**src/rtl/key_load_ctrl.sv**
```systemverilog
// Serial key loader for the locked c880 netlist.
// A key is shifted in key_0 first, followed by one even-parity bit. The
// shadow register is copied to key_out only after the parity check, so the
// netlist never sees a partially loaded key. Timeouts and parity failures
// raise a sticky err flag and leave the last committed key untouched.
module key_load_ctrl #(
  parameter int KEY_W   = 20,
  parameter int TIMEOUT = 255
) (
  input  logic             clk,
  input  logic             rst_n,
  input  logic             key_start,
  input  logic             key_valid,
  input  logic             key_sin,
  input  logic             key_clear,
  output logic [KEY_W-1:0] key_out,
  output logic             key_loaded,
  output logic             busy,
  output logic             err
);

  typedef enum logic [1:0] {
    IDLE   = 2'd0,
    SHIFT  = 2'd1,
    PARITY = 2'd2,
    COMMIT = 2'd3
  } state_t;

  localparam logic [4:0] LAST_BIT = 5'(KEY_W - 1);
  localparam logic [7:0] TMO_LAST = 8'(TIMEOUT - 1);

  state_t           state_q, state_d;
  logic [4:0]       bit_cnt_q, bit_cnt_d;
  logic [KEY_W-1:0] shadow_q, shadow_d;
  logic [7:0]       tmo_q, tmo_d;
  logic [KEY_W-1:0] key_q, key_d;
  logic             loaded_q, loaded_d;
  logic             busy_q, busy_d;
  logic             err_q, err_d;
  logic             tmo_hit;

  assign tmo_hit = (tmo_q == TMO_LAST);

  // Next-state logic: clear beats start, start restarts any load except a
  // commit in progress, and idle cycles in SHIFT/PARITY count toward abort.
  always_comb begin
    state_d   = state_q;
    bit_cnt_d = bit_cnt_q;
    shadow_d  = shadow_q;
    tmo_d     = tmo_q;
    key_d     = key_q;
    loaded_d  = loaded_q;
    err_d     = err_q;

    if (key_clear) begin
      state_d   = IDLE;
      key_d     = '0;
      loaded_d  = 1'b0;
      bit_cnt_d = '0;
      tmo_d     = '0;
    end else if (key_start && (state_q != COMMIT)) begin
      state_d   = SHIFT;
      bit_cnt_d = '0;
      shadow_d  = '0;
      tmo_d     = '0;
      err_d     = 1'b0;
    end else begin
      case (state_q)
        SHIFT: begin
          if (key_valid) begin
            shadow_d[bit_cnt_q] = key_sin;
            bit_cnt_d           = bit_cnt_q + 5'd1;
            tmo_d               = '0;
            if (bit_cnt_q == LAST_BIT) begin
              state_d = PARITY;
            end
          end else if (tmo_hit) begin
            err_d   = 1'b1;
            state_d = IDLE;
            tmo_d   = '0;
          end else begin
            tmo_d = tmo_q + 8'd1;
          end
        end
        PARITY: begin
          if (key_valid) begin
            tmo_d = '0;
            if ((^shadow_q ^ key_sin) == 1'b0) begin
              state_d = COMMIT;
            end else begin
              err_d   = 1'b1;
              state_d = IDLE;
            end
          end else if (tmo_hit) begin
            err_d   = 1'b1;
            state_d = IDLE;
            tmo_d   = '0;
          end else begin
            tmo_d = tmo_q + 8'd1;
          end
        end
        COMMIT: begin
          key_d    = shadow_q;
          loaded_d = 1'b1;
          state_d  = IDLE;
        end
        default: begin
        end
      endcase
    end

    busy_d = (state_d == SHIFT) || (state_d == PARITY);
  end

  // State and output registers with synchronous active-low reset.
  always_ff @(posedge clk) begin
    if (!rst_n) begin
      state_q   <= IDLE;
      bit_cnt_q <= '0;
      shadow_q  <= '0;
      tmo_q     <= '0;
      key_q     <= '0;
      loaded_q  <= 1'b0;
      busy_q    <= 1'b0;
      err_q     <= 1'b0;
    end else begin
      state_q   <= state_d;
      bit_cnt_q <= bit_cnt_d;
      shadow_q  <= shadow_d;
      tmo_q     <= tmo_d;
      key_q     <= key_d;
      loaded_q  <= loaded_d;
      busy_q    <= busy_d;
      err_q     <= err_d;
    end
  end

  assign key_out    = key_q;
  assign key_loaded = loaded_q;
  assign busy       = busy_q;
  assign err        = err_q;

endmodule

```
**config.mk**
```make
export PLATFORM = sky130hd
export DESIGN_NAME = key_load_ctrl
export DESIGN_NICKNAME = d
export VERILOG_FILES = /design/src/rtl/key_load_ctrl.sv
export SDC_FILE = /design/constraint.sdc
export NUM_CORES = 1
export LEC_CHECK = 0
export BUFFER_PORTS_ARGS = -buffer_cell sky130_fd_sc_hd__clkbuf_2
export CAP_MARGIN = 20
export CORE_MARGIN = 1
export CORE_UTILIZATION = 53
export DETAILED_ROUTE_END_ITERATION = 6
export PLACE_DENSITY = 0.81
export SLEW_MARGIN = 5
export SYNTH_ARGS = -nofsm -noshare
export SYNTH_HDL_FRONTEND = slang
export SYNTH_SLANG_ARGS = --single-unit
```
**constraint.sdc**
```tcl
create_clock -name clk -period 2.2 [get_ports clk]
set_input_delay 0.44 -clock clk [delete_from_list [all_inputs] [get_ports clk]]
set_output_delay 0.44 -clock clk [all_outputs]
set_load 0.03 [all_outputs]
```
# ---- Word level (Yosys, flattened, before mapping)
# Index checks and enable logic that the tools add are counted.
dict set report totals {
  ff_bits 58
  input_bits 6
  word_cells 62
}
dict set report classes {
  addsub 2
  n_lt_le_gt_ge 2
  n_eq_ne 10
  mux 22
  n_bitwise 4
  reduce_logical 14
}
# operator n
set ops {}
lappend ops {{20-bit two-way mux} 3}
lappend ops {{20-bit bitwise mux} 1}
lappend ops {{20-bit parity} 1}
lappend ops {{8-bit two-way mux} 2}
lappend ops {{2-bit two-way mux} 7}
lappend ops {{8-bit by 1-bit adder with 8-bit output, second input constant} 1}
lappend ops {{8-bit == test, second input constant} 1}
lappend ops {{2-bit == test, second input constant} 3}
lappend ops {{5-bit by 6-bit < comparator with 1-bit output, second input constant} 1}
lappend ops {{1-bit two-way mux} 6}
lappend ops {{2-bit one-hot mux with 3 select lines} 1}
lappend ops {{5-bit by 1-bit adder with 5-bit output, second input constant} 1}
lappend ops {{1-bit demux with 5-bit select} 1}
lappend ops {{5-bit == test, second input constant} 1}
lappend ops {{5-bit by 1-bit greater-or-equal comparator with 1-bit output, second input constant} 1}
lappend ops {{2-bit by 1-bit == test with 1-bit output, second input constant} 2}
lappend ops {{4-bit != test, second input constant} 1}
lappend ops {{2-bit AND reduction} 2}
lappend ops {{4-bit AND reduction} 1}
lappend ops {{2-bit nonzero test} 2}
lappend ops {{2-bit OR reduction} 2}
lappend ops {{3-bit != test, second input constant} 1}
lappend ops {{1-bit NOT} 3}
lappend ops {{3-bit AND reduction} 1}
lappend ops {{7 further kinds} 8}

# ---- Logic depth before layout (Yosys ltp)
dict set report depth {
  depth_word 9
  mapped_depth 8
  depth_no_buf 8
}

# ---- Worst setup path after synthesis
# No wires, ideal clock.
dict set report synth_path {
  path_kind {reg-to-reg}
  startpoint {register shadow_q[17]}
  endpoint {register busy_q (netlist: busy)}
  setup_ns 0.072
  t_arrival_ns 2.031
  required_ns 2.128
  slack_ns 0.098
  stages_incl_launch_ff 7
  path_buffers 0
  period_less_slack_ns 2.102
  path_cell_list {dfxtp_1 xnor3_1 xnor3_1 xnor3_2 nor4bb_1 or4_1 mux2i_1}
}
dict set report synth_between {
  elab_chain_cells 9
}
# item line
set synth_rtl {}
lappend synth_rtl {{from (decl)} 34} ;# logic [KEY_W-1:0] shadow_q, shadow_d;
lappend synth_rtl {{from (signal assigned)} 129} ;# shadow_q <= shadow_d;
lappend synth_rtl {{20-bit parity (*)} 88} ;# if ((^shadow_q ^ key_sin) == 1'b0) begin
lappend synth_rtl {{1-bit bitwise XOR (*)} 88}
lappend synth_rtl {{2-bit two-way mux (*)} 88}
lappend synth_rtl {{2-bit two-way mux (*)} 86} ;# if (key_valid) begin
lappend synth_rtl {{2-bit one-hot mux with 3 select lines (*)} 68} ;# case (state_q)
lappend synth_rtl {{2-bit two-way mux (*)} 61} ;# end else if (key_start && (state_q != COMMIT)) begin
lappend synth_rtl {{2-bit two-way mux (*)} 55} ;# if (key_clear) begin
lappend synth_rtl {{2-bit by 1-bit == test with 1-bit output or 2-bit == test (tied branches)} 112} ;# busy_d = (state_d == SHIFT) || (state_d == PARITY);
lappend synth_rtl {{1-bit logical OR (*)} 112}
lappend synth_rtl {{to (signal assigned)} 133} ;# busy_q <= busy_d;
lappend synth_rtl {{to (decl)} 38} ;# logic busy_q, busy_d;
# Every way passes the cells marked *; elsewhere a longest branch is shown, timed or not.
# A chain may end at the register's enable or synchronous reset.

# ---- Worst setup path after layout
dict set report layout_path {
  startpoint {register bit_cnt_q[0]}
  endpoint {register busy_q (netlist: busy)}
}
dict set report layout_between {
  elab_chain_cells 8
}
# item line
set layout_rtl {}
lappend layout_rtl {{from (decl)} 33} ;# logic [4:0] bit_cnt_q, bit_cnt_d;
lappend layout_rtl {{from (signal assigned)} 128} ;# bit_cnt_q <= bit_cnt_d;
lappend layout_rtl {{5-bit == test (*)} 74} ;# if (bit_cnt_q == LAST_BIT) begin
lappend layout_rtl {{2-bit two-way mux (*)} 74}
lappend layout_rtl {{2-bit two-way mux (*)} 70} ;# if (key_valid) begin
lappend layout_rtl {{2-bit one-hot mux with 3 select lines (*)} 68}
lappend layout_rtl {{2-bit two-way mux (*)} 61}
lappend layout_rtl {{2-bit two-way mux (*)} 55}
lappend layout_rtl {{2-bit by 1-bit == test with 1-bit output or 2-bit == test (tied branches)} 112}
lappend layout_rtl {{1-bit logical OR (*)} 112}
# Marked as above.

==> impl_metrics.tcl <==
set metrics [dict create \
    status "completed" \
    die_y_um 75.8 \
    ir_drop_mv 0.392 \
    dp_slack_ns 0.0287 \
    viasPerCell 5.52 \
    critPathMaxFanout 5 \
    fin_ws_ns 0.134 \
    finalNetCount 378 \
    finalSetupTns_ns 0 \
    cp_top_family "simple AND/OR/NAND/NOR gates" \
    period_needed_ns 2.07 \
    cts.sinks 58 \
    hold_class "in -> reg" \
    rows 26 \
    cts_buffers 9 \
    hp-start "key_clear" \
    path_buf_inv 1 \
    avgRoutedWirePerCell_um 14.2 \
    setup_viol 0 \
    ys_seq_area_share_pct 40.3 \
    fmax_mhz 484 \
    dpl.hpwl_mm 4.33 \
    antenna_found_initial 0 \
    die-area_sq_mm 0.00574 \
    grt_util_all_layers_pct 24.1 \
    layout-drive-gt1-share_pct 16.6 \
    cap_violations 0 \
    htree_num_levels 3 \
    synth_top_area_share_pct 40.3 \
    cts-root-buf "clkbuf_8" \
    initial_core_util_pct 55.7 \
    ctsHoldBuffers 0 \
    synth_area_sq_mm 0.00288 \
    drv_slew 0 \
    antenna_cells 0 \
    rsz0062_at_grt "no" \
    cp_slowest_stage_delay_ns 0.42 \
    cts.clk_slew.worst_paths_ns 0.07 \
    hold_violations 0 \
    drtIter0Drc 181 \
    slew_headroom_pct 49.6 \
    r2r-start "bit_cnt_q[0]" \
    clock_skew_ns 0.00717 \
    worst_slew_pin_slew_ns 0.751 \
    postSynthAreaPerCell_sq_um 8.84 \
    synth.most_common_cell "dfxtp_1" \
    cts_tree "done" \
    remaining_drc_errors 0 \
    yosysTopAreaCell "dfxtp_1" \
    overflow 0 \
    path_cells "ha_1 -> and4bb_2 -> buf_4 -> and2b_1 -> o21a_1 -> nor4bb_1 -> or4_1 -> mux2i_1" \
    ys.flop_type "dfxtp_1" \
    drt_first_pass_iters 5 \
    ys_warn_count 0 \
    critical_path_class "reg -> reg" \
    cp-start-kind "flop" \
    synth_nets 342 \
    syn-instance-count 326 \
    syn_to_final_growth_pct 18.4 \
    ant_nets 0 \
    p_leak_uw 0.00128 \
    vias 2413 \
    crit_path_end_kind "flop" \
    gp_congestion 0.932 \
    synth-async-reset-ratio_pct 0 \
    fp.coreArea_sq_mm 0.00517 \
    p_per_area_mw_per_mm2 727 \
    cts_buffer_depth 2 \
    synth_cell_types 42 \
    clock_latency_ns 0.34 \
    drt-total-wl_mm 6.22 \
    slowest_stage "dfxtp_1" \
    fin_crit_sh_pct 93.9 \
    crit_start "bit_cnt_q[0]" \
    synthTopCellsByCount "58 x dfxtp_1, 44 x nor2_1, 31 x nand2_1" \
    cp_data_required_time_ns 2.42 \
    ys_ff_latch 58 \
    grt_pass1_wl_mm 10.2 \
    fillers 412 \
    io_pins 29 \
    grt_max_degree 24 \
    arrival_ns 2.28 \
    io_buffer_count 28 \
    first_global_vias 2250 \
    die_w_um 75.8 \
    ys_top_cells_by_area "dfxtp_1 40%, mux2i_1 7.6%, nor2_1 5.7%" \
    synth_edf_count 0 \
]
## power by group
| part | switching, uW | internal [uW] |
|---|---|---|
| clock | 423 | 897 |
| combinational | 62.4 | 39.8 |
| sequential | 3.71 | 1050 |
## final cells by class
type | instances | area, sq um | share of cell area (%)
inverter | 6 | 22.5 | 0.660
tap | 70 | 87.6 | 2.57
clock buffer | 11 | 141 | 4.14
sequential | 58 | 1160 | 34.0
timing repair buffer | 42 | 245 | 7.19
multi-input combinational | 245 | 1630 | 47.7
clock inverter | 5 | 125 | 3.67
## logic make-up (layout without fill, tap and decap cells)
group	after synthesis	after routing	share of synthesized area (%)
AOI/OAI and AO/OA	80	80	16.6
buffers and inverters	23	64	3.39
and+or+nand+nor	105	105	16.8
DFF	58	58	40.3
adders and majority gates	10	10	4.34
xor gates and xnor gates	28	28	11.0
muxes	22	22	7.64
## layout by cell type, fill, tap and decap left out, types with 10 or more instances in the layout
cell type	count
clkbuf_8	10
a21boi_0	20
o21ai_0	23
mux2i_1	22
a21oi_1	27
nor2_1	44
buf_4	14
dfxtp_1	58
xnor2_1	16
nand2_1	31
ha_1	10
clkbuf_2	28
## routing by layer
metal | vias up | global-route usage [%] | part of all wire [%]
met2 | 70 | 38.7 | 48
met3 | 13 | 7.41 | 5.3
met4 | 0 | 9.88 | 2.1
met5 | - | 0 | 0
met1 | 1144 | 30.0 | 45
li1 | 1186 | - | -
## per-stage QoR
step / cell area [sq um] / cells / total power [uW] / utilization (%) / hold WS (ns)
after global placement: 3140 / 421 / 1180 / 60.7 / 0.441
after global routing: 3410 / 437 / 2550 / 66.0 / 0.432
after floorplan: 2880 / 326 / 1150 / - / 0.469
final: 3410 / 437 / 2480 / 66.0 / 0.409
after CTS: 3410 / 437 / 2490 / 65.9 / 0.402
after detailed placement: 3140 / 421 / 1180 / 60.7 / 0.459
## worst register-to-register path, cell delays in order, from the launching register on
cell	delay (ns)
dfxtp_1	0.42
ha_1	0.20
and4bb_2	0.25
buf_4	0.14
and2b_1	0.17
o21a_1	0.17
nor4bb_1	0.35
or4_1	0.19
mux2i_1	0.07
## worst paths after layout
kind         endpoint  slack (ns)  cells after the start
max reg2reg      busy        0.13                      8
min reg2reg       err        0.47                      2
min               err        0.41                      3
max              busy        0.13                      8
## flip-flops by register name (all words and copies together), names as in the netlist
register,count
key_out,20
shadow_q,20
tmo_q,8
bit_cnt_q,5
state_q,2
busy,1
err,1
key_loaded,1
## timing repair
action | 4_1_cts | 5_1_grt
setup endpoints to repair | 0 | 18
setup buffers | 0 | 0
gates resized for setup | 0 | 2
endpoints found under the hold margin | 0 | 0
(Power assumes the default switching activity.)
